File: src/rtl/ppu_bg_pixel_pipe.sv
// Background pixel pipeline: fetches one scanline of BG tile rows from VRAM,
// buffers decoded colours in a pixel FIFO, drops the SCX fine-scroll pixels
// and emits BGP-shaded pixels over a valid/ready handshake.
module ppu_bg_pixel_pipe #(
    parameter int LINE_W     = 160,
    parameter int FIFO_DEPTH = 16,
    parameter int ADDR_W     = 16
) (
    input  logic              clk,
    input  logic              rst,
    input  logic              line_start,
    input  logic [7:0]        lcdc,
    input  logic [7:0]        scx,
    input  logic [7:0]        scy,
    input  logic [7:0]        ly,
    input  logic [7:0]        bgp,
    output logic              vram_rd,
    output logic [ADDR_W-1:0] vram_addr,
    input  logic              vram_ack,
    input  logic [7:0]        vram_data,
    output logic              px_valid,
    input  logic              px_ready,
    output logic [1:0]        px_shade,
    output logic              busy,
    output logic              line_done
);

    localparam int PTR_W  = $clog2(FIFO_DEPTH);
    localparam int CNT_W  = PTR_W + 1;
    localparam int EMIT_W = $clog2(LINE_W + 1);
    localparam int PUSH_W = $clog2(LINE_W + 9);

    localparam logic [2:0] IDLE       = 3'd0;
    localparam logic [2:0] FETCH_NO   = 3'd1;
    localparam logic [2:0] FETCH_LO   = 3'd2;
    localparam logic [2:0] FETCH_HI   = 3'd3;
    localparam logic [2:0] WAIT_SPACE = 3'd4;
    localparam logic [2:0] PUSH       = 3'd5;
    localparam logic [2:0] DRAIN      = 3'd6;

    // Control state
    logic [2:0]        state_q, state_d;
    logic              rd_q, rd_d;
    logic              busy_q, busy_d;
    logic              done_q, done_d;
    logic              bg_en_q, bg_en_d;
    logic              map_sel_q, map_sel_d;
    logic              tdata_q, tdata_d;
    logic [4:0]        scx_hi_q, scx_hi_d;
    logic [7:0]        bgp_q, bgp_d;
    logic [7:0]        y_q, y_d;
    logic [4:0]        tile_idx_q, tile_idx_d;
    logic [2:0]        discard_q, discard_d;
    logic [EMIT_W-1:0] emitted_q, emitted_d;
    logic [PUSH_W-1:0] pushed_q, pushed_d;
    logic [PTR_W-1:0]  rd_ptr_q, rd_ptr_d;
    logic [PTR_W-1:0]  wr_ptr_q, wr_ptr_d;
    logic [CNT_W-1:0]  cnt_q, cnt_d;

    // Fetched tile data and pixel storage (no reset needed)
    logic [7:0]        tnum_q;
    logic [7:0]        lo_q;
    logic [7:0]        hi_q;
    logic [1:0]        mem_q [FIFO_DEPTH];

    logic              ack_ok;
    logic              fifo_ne;
    logic              accept;
    logic              drop;
    logic              pop;
    logic              push;
    logic              last_px;
    logic [4:0]        col;
    logic [15:0]       map_addr;
    logic [15:0]       tile_base;
    logic [15:0]       lo_addr;
    logic [15:0]       sel_addr;
    logic [1:0]        head_c;
    logic [1:0]        eff_c;

    // Handshake and FIFO side-conditions for the current cycle
    always_comb begin
        ack_ok   = rd_q && vram_ack;
        fifo_ne  = (cnt_q != '0);
        px_valid = busy_q && fifo_ne && (discard_q == 3'd0) && (emitted_q < EMIT_W'(LINE_W));
        accept   = px_valid && px_ready;
        drop     = busy_q && fifo_ne && (discard_q != 3'd0);
        pop      = accept || drop;
        push     = busy_q && (state_q == PUSH);
        last_px  = accept && (emitted_q == EMIT_W'(LINE_W - 1));
    end

    // VRAM address generation for the map, low and high bitplane reads
    always_comb begin
        col       = scx_hi_q + tile_idx_q;
        map_addr  = (map_sel_q ? 16'h9C00 : 16'h9800) + {6'b0, y_q[7:3], 5'b0} + {11'b0, col};
        tile_base = tdata_q ? (16'h8000 + {4'b0, tnum_q, 4'b0})
                            : (16'h9000 + {{4{tnum_q[7]}}, tnum_q, 4'b0});
        lo_addr   = tile_base + {12'b0, y_q[2:0], 1'b0};
        case (state_q)
            FETCH_LO: sel_addr = lo_addr;
            FETCH_HI: sel_addr = lo_addr + 16'd1;
            default:  sel_addr = map_addr;
        endcase
        vram_addr = rd_q ? ADDR_W'(sel_addr) : '0;
        vram_rd   = rd_q;
    end

    // Shade the FIFO head through the snapshot palette
    always_comb begin
        head_c    = mem_q[rd_ptr_q];
        eff_c     = bg_en_q ? head_c : 2'b00;
        px_shade  = px_valid ? bgp_q[{eff_c, 1'b0} +: 2] : 2'b00;
        busy      = busy_q;
        line_done = done_q;
    end

    // Next-state: line snapshot, fetch sequencing, FIFO bookkeeping, end of line
    always_comb begin
        state_d    = state_q;
        busy_d     = busy_q;
        done_d     = 1'b0;
        bg_en_d    = bg_en_q;
        map_sel_d  = map_sel_q;
        tdata_d    = tdata_q;
        scx_hi_d   = scx_hi_q;
        bgp_d      = bgp_q;
        y_d        = y_q;
        tile_idx_d = tile_idx_q;
        discard_d  = discard_q;
        emitted_d  = emitted_q;
        pushed_d   = pushed_q;
        rd_ptr_d   = rd_ptr_q;
        wr_ptr_d   = wr_ptr_q;
        cnt_d      = cnt_q;

        if (line_start) begin
            bg_en_d    = lcdc[0];
            map_sel_d  = lcdc[3];
            tdata_d    = lcdc[4];
            scx_hi_d   = scx[7:3];
            bgp_d      = bgp;
            y_d        = scy + ly;
            tile_idx_d = 5'd0;
            discard_d  = scx[2:0];
            emitted_d  = '0;
            pushed_d   = '0;
            busy_d     = 1'b1;
            state_d    = FETCH_NO;
            rd_ptr_d   = '0;
            wr_ptr_d   = '0;
            cnt_d      = '0;
        end else if (busy_q) begin
            case (state_q)
                FETCH_NO:   if (ack_ok) state_d = FETCH_LO;
                FETCH_LO:   if (ack_ok) state_d = FETCH_HI;
                FETCH_HI:   if (ack_ok) state_d = WAIT_SPACE;
                WAIT_SPACE: if (cnt_q <= CNT_W'(FIFO_DEPTH - 8)) state_d = PUSH;
                PUSH: begin
                    tile_idx_d = tile_idx_q + 5'd1;
                    pushed_d   = pushed_q + PUSH_W'(8);
                    // Enough tiles to cover LINE_W plus up to 7 discarded pixels
                    state_d    = (pushed_q < PUSH_W'(LINE_W)) ? FETCH_NO : DRAIN;
                end
                default: ;
            endcase

            if (pop)  rd_ptr_d = rd_ptr_q + PTR_W'(1);
            if (push) wr_ptr_d = wr_ptr_q + PTR_W'(8);
            cnt_d = cnt_q + (push ? CNT_W'(8) : CNT_W'(0)) - (pop ? CNT_W'(1) : CNT_W'(0));
            if (drop)   discard_d = discard_q - 3'd1;
            if (accept) emitted_d = emitted_q + EMIT_W'(1);

            if (last_px) begin
                busy_d   = 1'b0;
                done_d   = 1'b1;
                state_d  = IDLE;
                rd_ptr_d = '0;
                wr_ptr_d = '0;
                cnt_d    = '0;
            end
        end

        // A fresh line starts with the read port released for one cycle
        rd_d = !line_start &&
               ((state_d == FETCH_NO) || (state_d == FETCH_LO) || (state_d == FETCH_HI));
    end

    // Control registers
    always_ff @(posedge clk) begin
        if (rst) begin
            state_q    <= IDLE;
            rd_q       <= 1'b0;
            busy_q     <= 1'b0;
            done_q     <= 1'b0;
            bg_en_q    <= 1'b0;
            map_sel_q  <= 1'b0;
            tdata_q    <= 1'b0;
            scx_hi_q   <= 5'd0;
            bgp_q      <= 8'd0;
            y_q        <= 8'd0;
            tile_idx_q <= 5'd0;
            discard_q  <= 3'd0;
            emitted_q  <= '0;
            pushed_q   <= '0;
            rd_ptr_q   <= '0;
            wr_ptr_q   <= '0;
            cnt_q      <= '0;
        end else begin
            state_q    <= state_d;
            rd_q       <= rd_d;
            busy_q     <= busy_d;
            done_q     <= done_d;
            bg_en_q    <= bg_en_d;
            map_sel_q  <= map_sel_d;
            tdata_q    <= tdata_d;
            scx_hi_q   <= scx_hi_d;
            bgp_q      <= bgp_d;
            y_q        <= y_d;
            tile_idx_q <= tile_idx_d;
            discard_q  <= discard_d;
            emitted_q  <= emitted_d;
            pushed_q   <= pushed_d;
            rd_ptr_q   <= rd_ptr_d;
            wr_ptr_q   <= wr_ptr_d;
            cnt_q      <= cnt_d;
        end
    end

    // Capture VRAM bytes on acknowledge and write a decoded tile row, MSB pixel first
    always_ff @(posedge clk) begin
        if (ack_ok && (state_q == FETCH_NO)) tnum_q <= vram_data;
        if (ack_ok && (state_q == FETCH_LO)) lo_q   <= vram_data;
        if (ack_ok && (state_q == FETCH_HI)) hi_q   <= vram_data;
        if (push) begin
            for (int i = 0; i < 8; i++) begin
                mem_q[wr_ptr_q + PTR_W'(i)] <= {hi_q[7-i], lo_q[7-i]};
            end
        end
    end

endmodule
File: config.mk
export PLATFORM = sky130hd
export DESIGN_NAME = ppu_bg_pixel_pipe
export DESIGN_NICKNAME = d
export VERILOG_FILES = /design/src/rtl/ppu_bg_pixel_pipe.sv
export SDC_FILE = /design/constraint.sdc
export NUM_CORES = 1
export LEC_CHECK = 0
export CAP_MARGIN = 40
export CORE_MARGIN = 1.5
export CORE_UTILIZATION = 55
export DETAILED_ROUTE_END_ITERATION = 7
export PLACE_DENSITY = 0.8
export SYNTH_ARGS = -nofsm -noshare
export SYNTH_HDL_FRONTEND = slang
export SYNTH_SLANG_ARGS = --single-unit
export TNS_END_PERCENT = 100
File: constraint.sdc
create_clock -name clk -period 3.7 [get_ports clk]
set_input_delay 0.555 -clock clk [delete_from_list [all_inputs] [get_ports clk]]
set_output_delay 0.555 -clock clk [all_outputs]
set_load 0.005 [all_outputs]
== Yosys cells after proc, flatten, opt, wreduce, memory -nomap -nowiden ==
Memory sizes are Yosys's and may differ from the RTL's. A register that Yosys moved wholly into a read port is not among the register bits.
Index checks and enable logic that the tools add are counted.

* Reduce and logical (&&, ||, !) cells: 30
* Add/sub/neg operators: 23
* $lt $le $gt $ge: 3
* Eq/ne operators: 9
* Shifts and indexed selects: 1
* Bitwise operators: 1
* Muxes and demuxes: 33

{| class="wikitable"
|+ Operators with widths
! cell !! count
|-
| $mux W3 || 11
|-
| $mux W16 || 2
|-
| $pmux W16 S2 || 1
|-
| $mux W4 || 7
|-
| $add A16 B1 Y16 const B || 1
|-
| $add A16 B10 Y16 || 1
|-
| $add A16 B12 Y16 const A || 1
|-
| $add A16 B16 Y16 const A || 1
|-
| $add A16 B4 Y16 || 1
|-
| $add A16 B5 Y16 || 1
|-
| $add A4 B3 Y4 const B || 4
|-
| $lt A8 B8 Y1 const B || 2
|-
| $pmux W3 S5 || 1
|-
| $eq A3 B2 Y1 const B || 4
|-
| $logic_and A1 B1 Y1 || 12
|-
| $mux W11 || 1
|-
| $reduce_and A2 Y1 || 5
|-
| $add A4 B1 Y4 const B || 2
|-
| $add A4 B2 Y4 const B || 2
|-
| $add A8 B1 Y8 const B || 1
|-
| $add A8 B4 Y8 const B || 1
|-
| $add A8 B8 Y8 || 1
|-
| $eq A8 B8 Y1 const B || 1
|-
| $reduce_bool A2 Y1 || 4
|-
| other kinds (21) || 32
|}

* Register bits after elaboration: 91
* RAM bits: 32
* Input port bits: 53
* Output and inout port bits: 22
* Word-level logic and storage cells: 121
* Memories kept: 1

{| class="wikitable"
|+ Memory list
! name !! depth !! bits a word !! read ports !! clocked after Yosys merged registers in !! wr ports !! RTL line !! source
|-
| mem_q || 16 || 2 || 1 || 1 || 8 || 64 || <nowiki>logic [1:0] mem_q [FIFO_DEPTH];</nowiki>
|}

== Logic depth before layout (Yosys ltp) ==
* Word-level depth: 13
* Gate-level depth with buffers: 15
* Depth with buffers taken out: 14

== Least setup slack after synthesis ==
OpenSTA, ideal clock, no wires.

* Path kind: input -> register
* Start point: input port px_ready
* End point: register cnt_q[4]
* Setup slack: 1152 ps
* Library setup time: 130 ps
* Path buffers: 1
* Stages: 13
* Arrival: 2418 ps
* Cells stage by stage: nand4b_1 > a211oi_4 > nand2b_1 > clkbuf_1 > ha_1 > inv_1 > ha_1 > a21o_1 > a21oi_1 > xnor2_1 > o21ai_0 > nand2_1 > a21oi_1

* Cells in the longest elaborated chain, start to end: 5

{| class="wikitable"
|+ RTL lines
! what !! RTL line !! source
|-
| start, declared || 22 || <nowiki>input logic px_ready,</nowiki>
|-
| $logic_and A1 B1 Y1 (*) || 86 || <nowiki>accept = px_valid && px_ready;</nowiki>
|-
| $logic_or A1 B1 Y1 || 88 || <nowiki>pop = accept || drop;</nowiki>
|-
| $mux W1 || 170 || <nowiki>cnt_d = cnt_q + (push ? CNT_W'(8) : CNT_W'(0)) - (pop ? CNT_W'(1) : CNT_W'(0));</nowiki>
|-
| $sub A5 B1 Y5 || 170 ||
|-
| $mux W5 (*) || 174 || <nowiki>if (last_px) begin</nowiki>
|-
| end signal, assigned || 226 || <nowiki>cnt_q <= cnt_d;</nowiki>
|-
| end, declared || 58 || <nowiki>logic [CNT_W-1:0] cnt_q, cnt_d;</nowiki>
|}

Mark *: on every way between the ends. The rest lies on a longest branch, timed or not.
A chain may end at the register's enable or synchronous reset.

==> results.cfg <==
[status]
outcome = complete, no violations

[timing]
final-hold-violation-count = 0
maxSlewViolCount = 0
hold_ws_ps = 493
setup_viol = 0
grt_setup_unrepaired = false
worst_slew_pin_slew_ps = 890
slew_headroom_pct = 40.7
period_share_pct = 96.5
max_freq_ghz = 0.280
tns_ps = 0
layout_min_cycle_time_ps = 3570
clock_skew_ps = 10.1

[critical_path]
crit_path_start_kind = flop
cp.arrival_ps = 3020
crit_chain = mux4_2, mux2i_1, o22ai_1, mux2_2, nor2_1, a211oi_1, clkdlybuf4s50_1
critical_path.endpoint_type = output port
worstPathRequired_ps = 3140
r2r_start = cnt_q[1]$_SDFFE_PP0P_
ff2ff_setup_slack_ps = 750
critPathMaxFanout = 8
cp_slowest_cell = clkdlybuf4s50_1
critical_path_class = reg -> out
critPathMaxStageDelay_ps = 550

[drt]
routedWlPerCell_um = 16.4
drc = 0
viasPerCell = 5.49
wirelength_um = 12100
drtPass1Iterations = 7
drtAntennaViolNets = 0
route.vias.total = 4054
first_iter_violations = 189

[final_layout]
final_area_um2 = 7090
final_common_cell = nor2_1
area.growth.synth_to_final_pct = 23.2
layout_common_cells = nor2_1 (73), clkdlybuf4s50_1 (66), dfxtp_1 (64), edfxtp_1 (56), nand2_1 (38)
fillCellCount = 730
drive_gt1_share_pct = 8.46
nNetsFinal = 668
regArea_um2 = 2990
insertedDiodeCount = 0
multi_input_area_um2 = 2550
stdcell_count = 739

[logic_synthesis]
async_reset_ff_share_pct = 0
synth_top_cell_by_area = edfxtp_1
netlist_instances = 534
ys_warn_count = 0
synth_top_area_share_pct = 29.2
syn_avg_cell_area_um2 = 10.8
synthDistinctLibCells = 47
synthFlopType = dfxtp_1
synth_area_leaders = edfxtp_1 (29%), dfxtp_1 (23%), mux2i_1 (6.1%), ha_1 (4.8%), nor2_1 (4.8%)
postSynthRegisterBits = 121
seq_area_frac_synth_pct = 51.8
synth_edf_count = 56
syn-cell-area_um2 = 5760

[floorplan]
dieArea_um2 = 11100
die-width_um = 105
rows = 37
die_h_um = 105
ioPinCount = 75
coreArea_um2 = 10200
start_util_pct = 56.3

[power_and_ir_drop]
ir_drop_v = 0.000269
power_frac_comb_pct = 6.2
sw_frac_of_total_pct = 20.7
seqPwrFrac_pct = 43.6
power_mw = 3.29
power.density_nw_per_um2 = 464
p_clk_share_pct = 50.2
p_int_mw = 2.61
p_leak_nw = 2.81
p_sw_uw = 682

[cts]
path_clk_slew_ps = 60
root_buffer = clkbuf_8
cts_made_buffers = 17
clk_path_buf_depth = 2
cts.sinks = 121
clk_latency_ps = 510
h-tree-depth = 4
post_cts_buffers = 0
cts_tree = done

[place]
dpl_cell_area_um2 = 6490
placed_cells = 707
dp_hpwl_um = 8460
port_buffers = 67
gp_congestion = 0.785

[worst_hold_path]
min_from = bgp_q[7]$_SDFFE_PP0P_
holdCritPathClass = reg -> reg

[grt]
grt_pass1_vias = 4103
grt_overflow = 0
grt_first_pass_wirelength_um = 19700
track_usage_pct = 23.0
antenna_found_initial = 0
grt_max_degree = 37

[run]
cap_viol_max_count = 0
-- worst max-delay path: cells and delay by family, from the launching register on --
kind                   cells  cell delay (ps)
and+or+nand+nor            1               50
AOI/OAI and AO/OA          2              430
buffers and inverters      1              550
DFF                        1              430
muxes                      3             1040
-- per-stage QoR --
| step | utilization (%) | setup slack [ps] |
|---|---|---|
| floorplan | - | 1150 |
| global placement | 63.4 | 517 |
| detailed placement | 63.5 | 412 |
| CTS | 69.3 | 42.7 |
| global route | 69.3 | 17.2 |
| finish | 69.3 | 130 |
-- synthesized netlist by cell type, drive strengths merged, types with 2 or more instances --
master,instances
nor2,73
dfxtp,65
edfxtp,56
nand2,38
mux2i,35
a21o,34
clkbuf,26
ha,22
inv,17
xor2,17
xnor2,14
a21oi,13
buf,13
o21ai,10
a21boi,9
mux4,8
nand2b,8
nand4,8
nor3,8
and2,7
nand3,7
nor2b,7
a211oi,5
o21a,4
and3,3
fa,3
o211a,3
o22ai,3
mux2,2
nand3b,2
nor3b,2
o311ai,2
-- worst paths after layout --
path / to / cells after the start
worst max-delay path: px_shade[0] / 7
worst min-delay path: bgp_q[7]$_SDFFE_PP0P_ / 2
worst max register to register: cnt_q[4]$_SDFFE_PP0P_ / 12
worst min register to register: bgp_q[7]$_SDFFE_PP0P_ / 2
-- power by group through the flow --
stage	clock (mW)	combinational, mW	sequential (mW)
floorplan	0	0.114	1.46
global placement	0	0.195	1.46
detailed placement	0	0.201	1.46
CTS	1.67	0.204	1.43
global route	1.74	0.222	1.44
finish	1.65	0.204	1.43
-- flip-flops by register name, summed over array words and instances, names as in the netlist, 3 cells and up, named ones only --
signal / cells
mem_q: 32
tile_idx_q: 5
hi_q: 8
tnum_q: 8
emitted_q: 8
scx_hi_q: 5
lo_q: 8
discard_q: 3
cnt_q: 5
state_q: 3
y_q: 8
bgp_q: 8
rd_ptr_q: 4
pushed_q: 5
-- cell families after synthesis --
family	synth area share [%]
multiplexers	9.60
AO/OA/AOI/OAI	10.9
flip-flops	51.8
other	0.0651
XOR/XNOR	4.71
buffers and inverters	3.93
AND/OR/NAND/NOR	13.2
adder cells (fa/ha/maj)	5.82
-- routing by layer --
metal	global-route usage [%]	share of wire, %	vias to the layer above
li1	-	-	1970
met1	28.2	42	1968
met2	39.9	52	109
met3	5.32	4.5	7
met4	8.02	0.67	0
met5	0	0	-
-- cell type report --
type	instances	share of cell area, %
Clock inverter	15	2.57
Inverter	17	0.899
Tap cell	136	2.40
Sequential cell	121	42.1
Timing Repair Buffer	75	10.2
Multi-Input combinational cell	358	36.0
Clock buffer	17	5.84
-- what timing repair did --
item,4_1_cts,5_1_grt
gates resized for setup,1,1
endpoints found under the hold margin,0,0
hold buffers,0,0
endpoints found under the setup margin,2,2
Power figures use the tool's default switching activity.
==> RTL edit: new RTL, config.mk and constraints unchanged <==
Set the parameter `LINE_W` to 320 (it was 160).
--- a/src/rtl/ppu_bg_pixel_pipe.sv
+++ b/src/rtl/ppu_bg_pixel_pipe.sv
@@ -2,7 +2,7 @@
 // buffers decoded colours in a pixel FIFO, drops the SCX fine-scroll pixels
 // and emits BGP-shaded pixels over a valid/ready handshake.
 module ppu_bg_pixel_pipe #(
-    parameter int LINE_W     = 160,
+    parameter int LINE_W     = 320,
     parameter int FIFO_DEPTH = 16,
     parameter int ADDR_W     = 16
 ) (
Formal check against the unedited RTL: same outputs for any inputs over 4 cycles, from zero or initial values and one cycle with rst high; that may be too few to reach the edited logic, so the function may still have changed.
==> RTL edit against the original RTL <==
- clock power shrank 6%
- die area up 1.7%
- sequential cell count is 2 higher
- total power decreased by 2.4%
- critical endpoint is now px_shade[1]
- wire length rose by 4.4%
- highest routed layer unchanged
- worst setup slack lost 0.067 ns
- cell area increased by 1.1%
- critical path type unchanged
- area after synthesis increased by 1.8%
- global-route usage rose by 1.0 points
==> RTL edit: results (changes against the original RTL) <==
Worst-Margin Slew=0.888 ns (-0.00200 ns); Avg Cell Area, Syn=10.8 um^2 (+0.26%); largest net degree at the start of global routing=36 (-2.7%); GR Util met2=42.8% (+2.9 points); DP Cell Count=719 (+1.7%); gp weighted congestion=0.836 (+6.4%); vias per cell=5.61 (+2.2%); CP Max Fanout=7 (-1); Seq/Total Area, Yosys=51.6% (-0.21 points); 1st-iter DRT viols=215 (+14%); Max rail drop VDD=287 uV (+6.6%); met2 wire length=6620 um (+4.0%); final wirelength=12700 um (+4.4%); CP max stage delay=0.57 ns (+0.02 ns); via count=4211 (+3.9%); nets@finish=680 (+1.8%); post-synthesis mux area share=9.37% (-0.23 points); area post-placement=0.00660 mm^2 (+1.6%); Adder-Cell Fraction of Synth Area=5.72% (-0.10 points); Int Power=2.51 mW (-3.7%); internal reg-to-reg setup slack=0.90 ns (+0.15 ns); top-area cell type share of the netlist area=28.7% (-0.50 points); HPWL Detailed=8730 um (+3.2%); Synth Area in XOR/XNOR=4.93% (+0.22 points); combinational power share=6.4% (+0.2 points); leak pwr=2.82 nW (+0.20%); status=finished clean; Met1 Wirelength=5300 um (+3.0%); global-route wire length before repair=20700 um (+5.4%)
[RTL edit: changes by cell type in the layout (fill, tap and decap cells not counted), moves of 4 or more]
cell / before / now
nand2_1: 38 / 47
mux2i_1: 35 / 28
a21oi_1: 13 / 18
mux4_1: 0 / 5
nor2_1: 73 / 68
mux4_2: 8 / 4
nand2b_1: 8 / 4
[RTL edit: critical path, delay by kind of cell, from the launching register on]
family        cells  cell delay (ns)
mux               3             1.40
flops             1             0.42
simple gates      2             0.23
buf+inv           1             0.52
[RTL edit: cell type report]
class / count / area (um^2) / area share, %
Sequential cell: 123 / 3030 / 42.2
Multi-Input combinational cell: 364 / 2610 / 36.3
Timing Repair Buffer: 75 / 723 / 10.1
Clock buffer: 22 / 474 / 6.61
Tap cell: 136 / 170 / 2.37
Clock inverter: 10 / 90.1 / 1.26
Inverter: 21 / 78.8 / 1.10
[RTL edit: timing repair]
item,4_1_cts,5_1_grt
gates resized for setup,3,2
endpoints found under the setup margin,2,2
buffers inserted,0,0
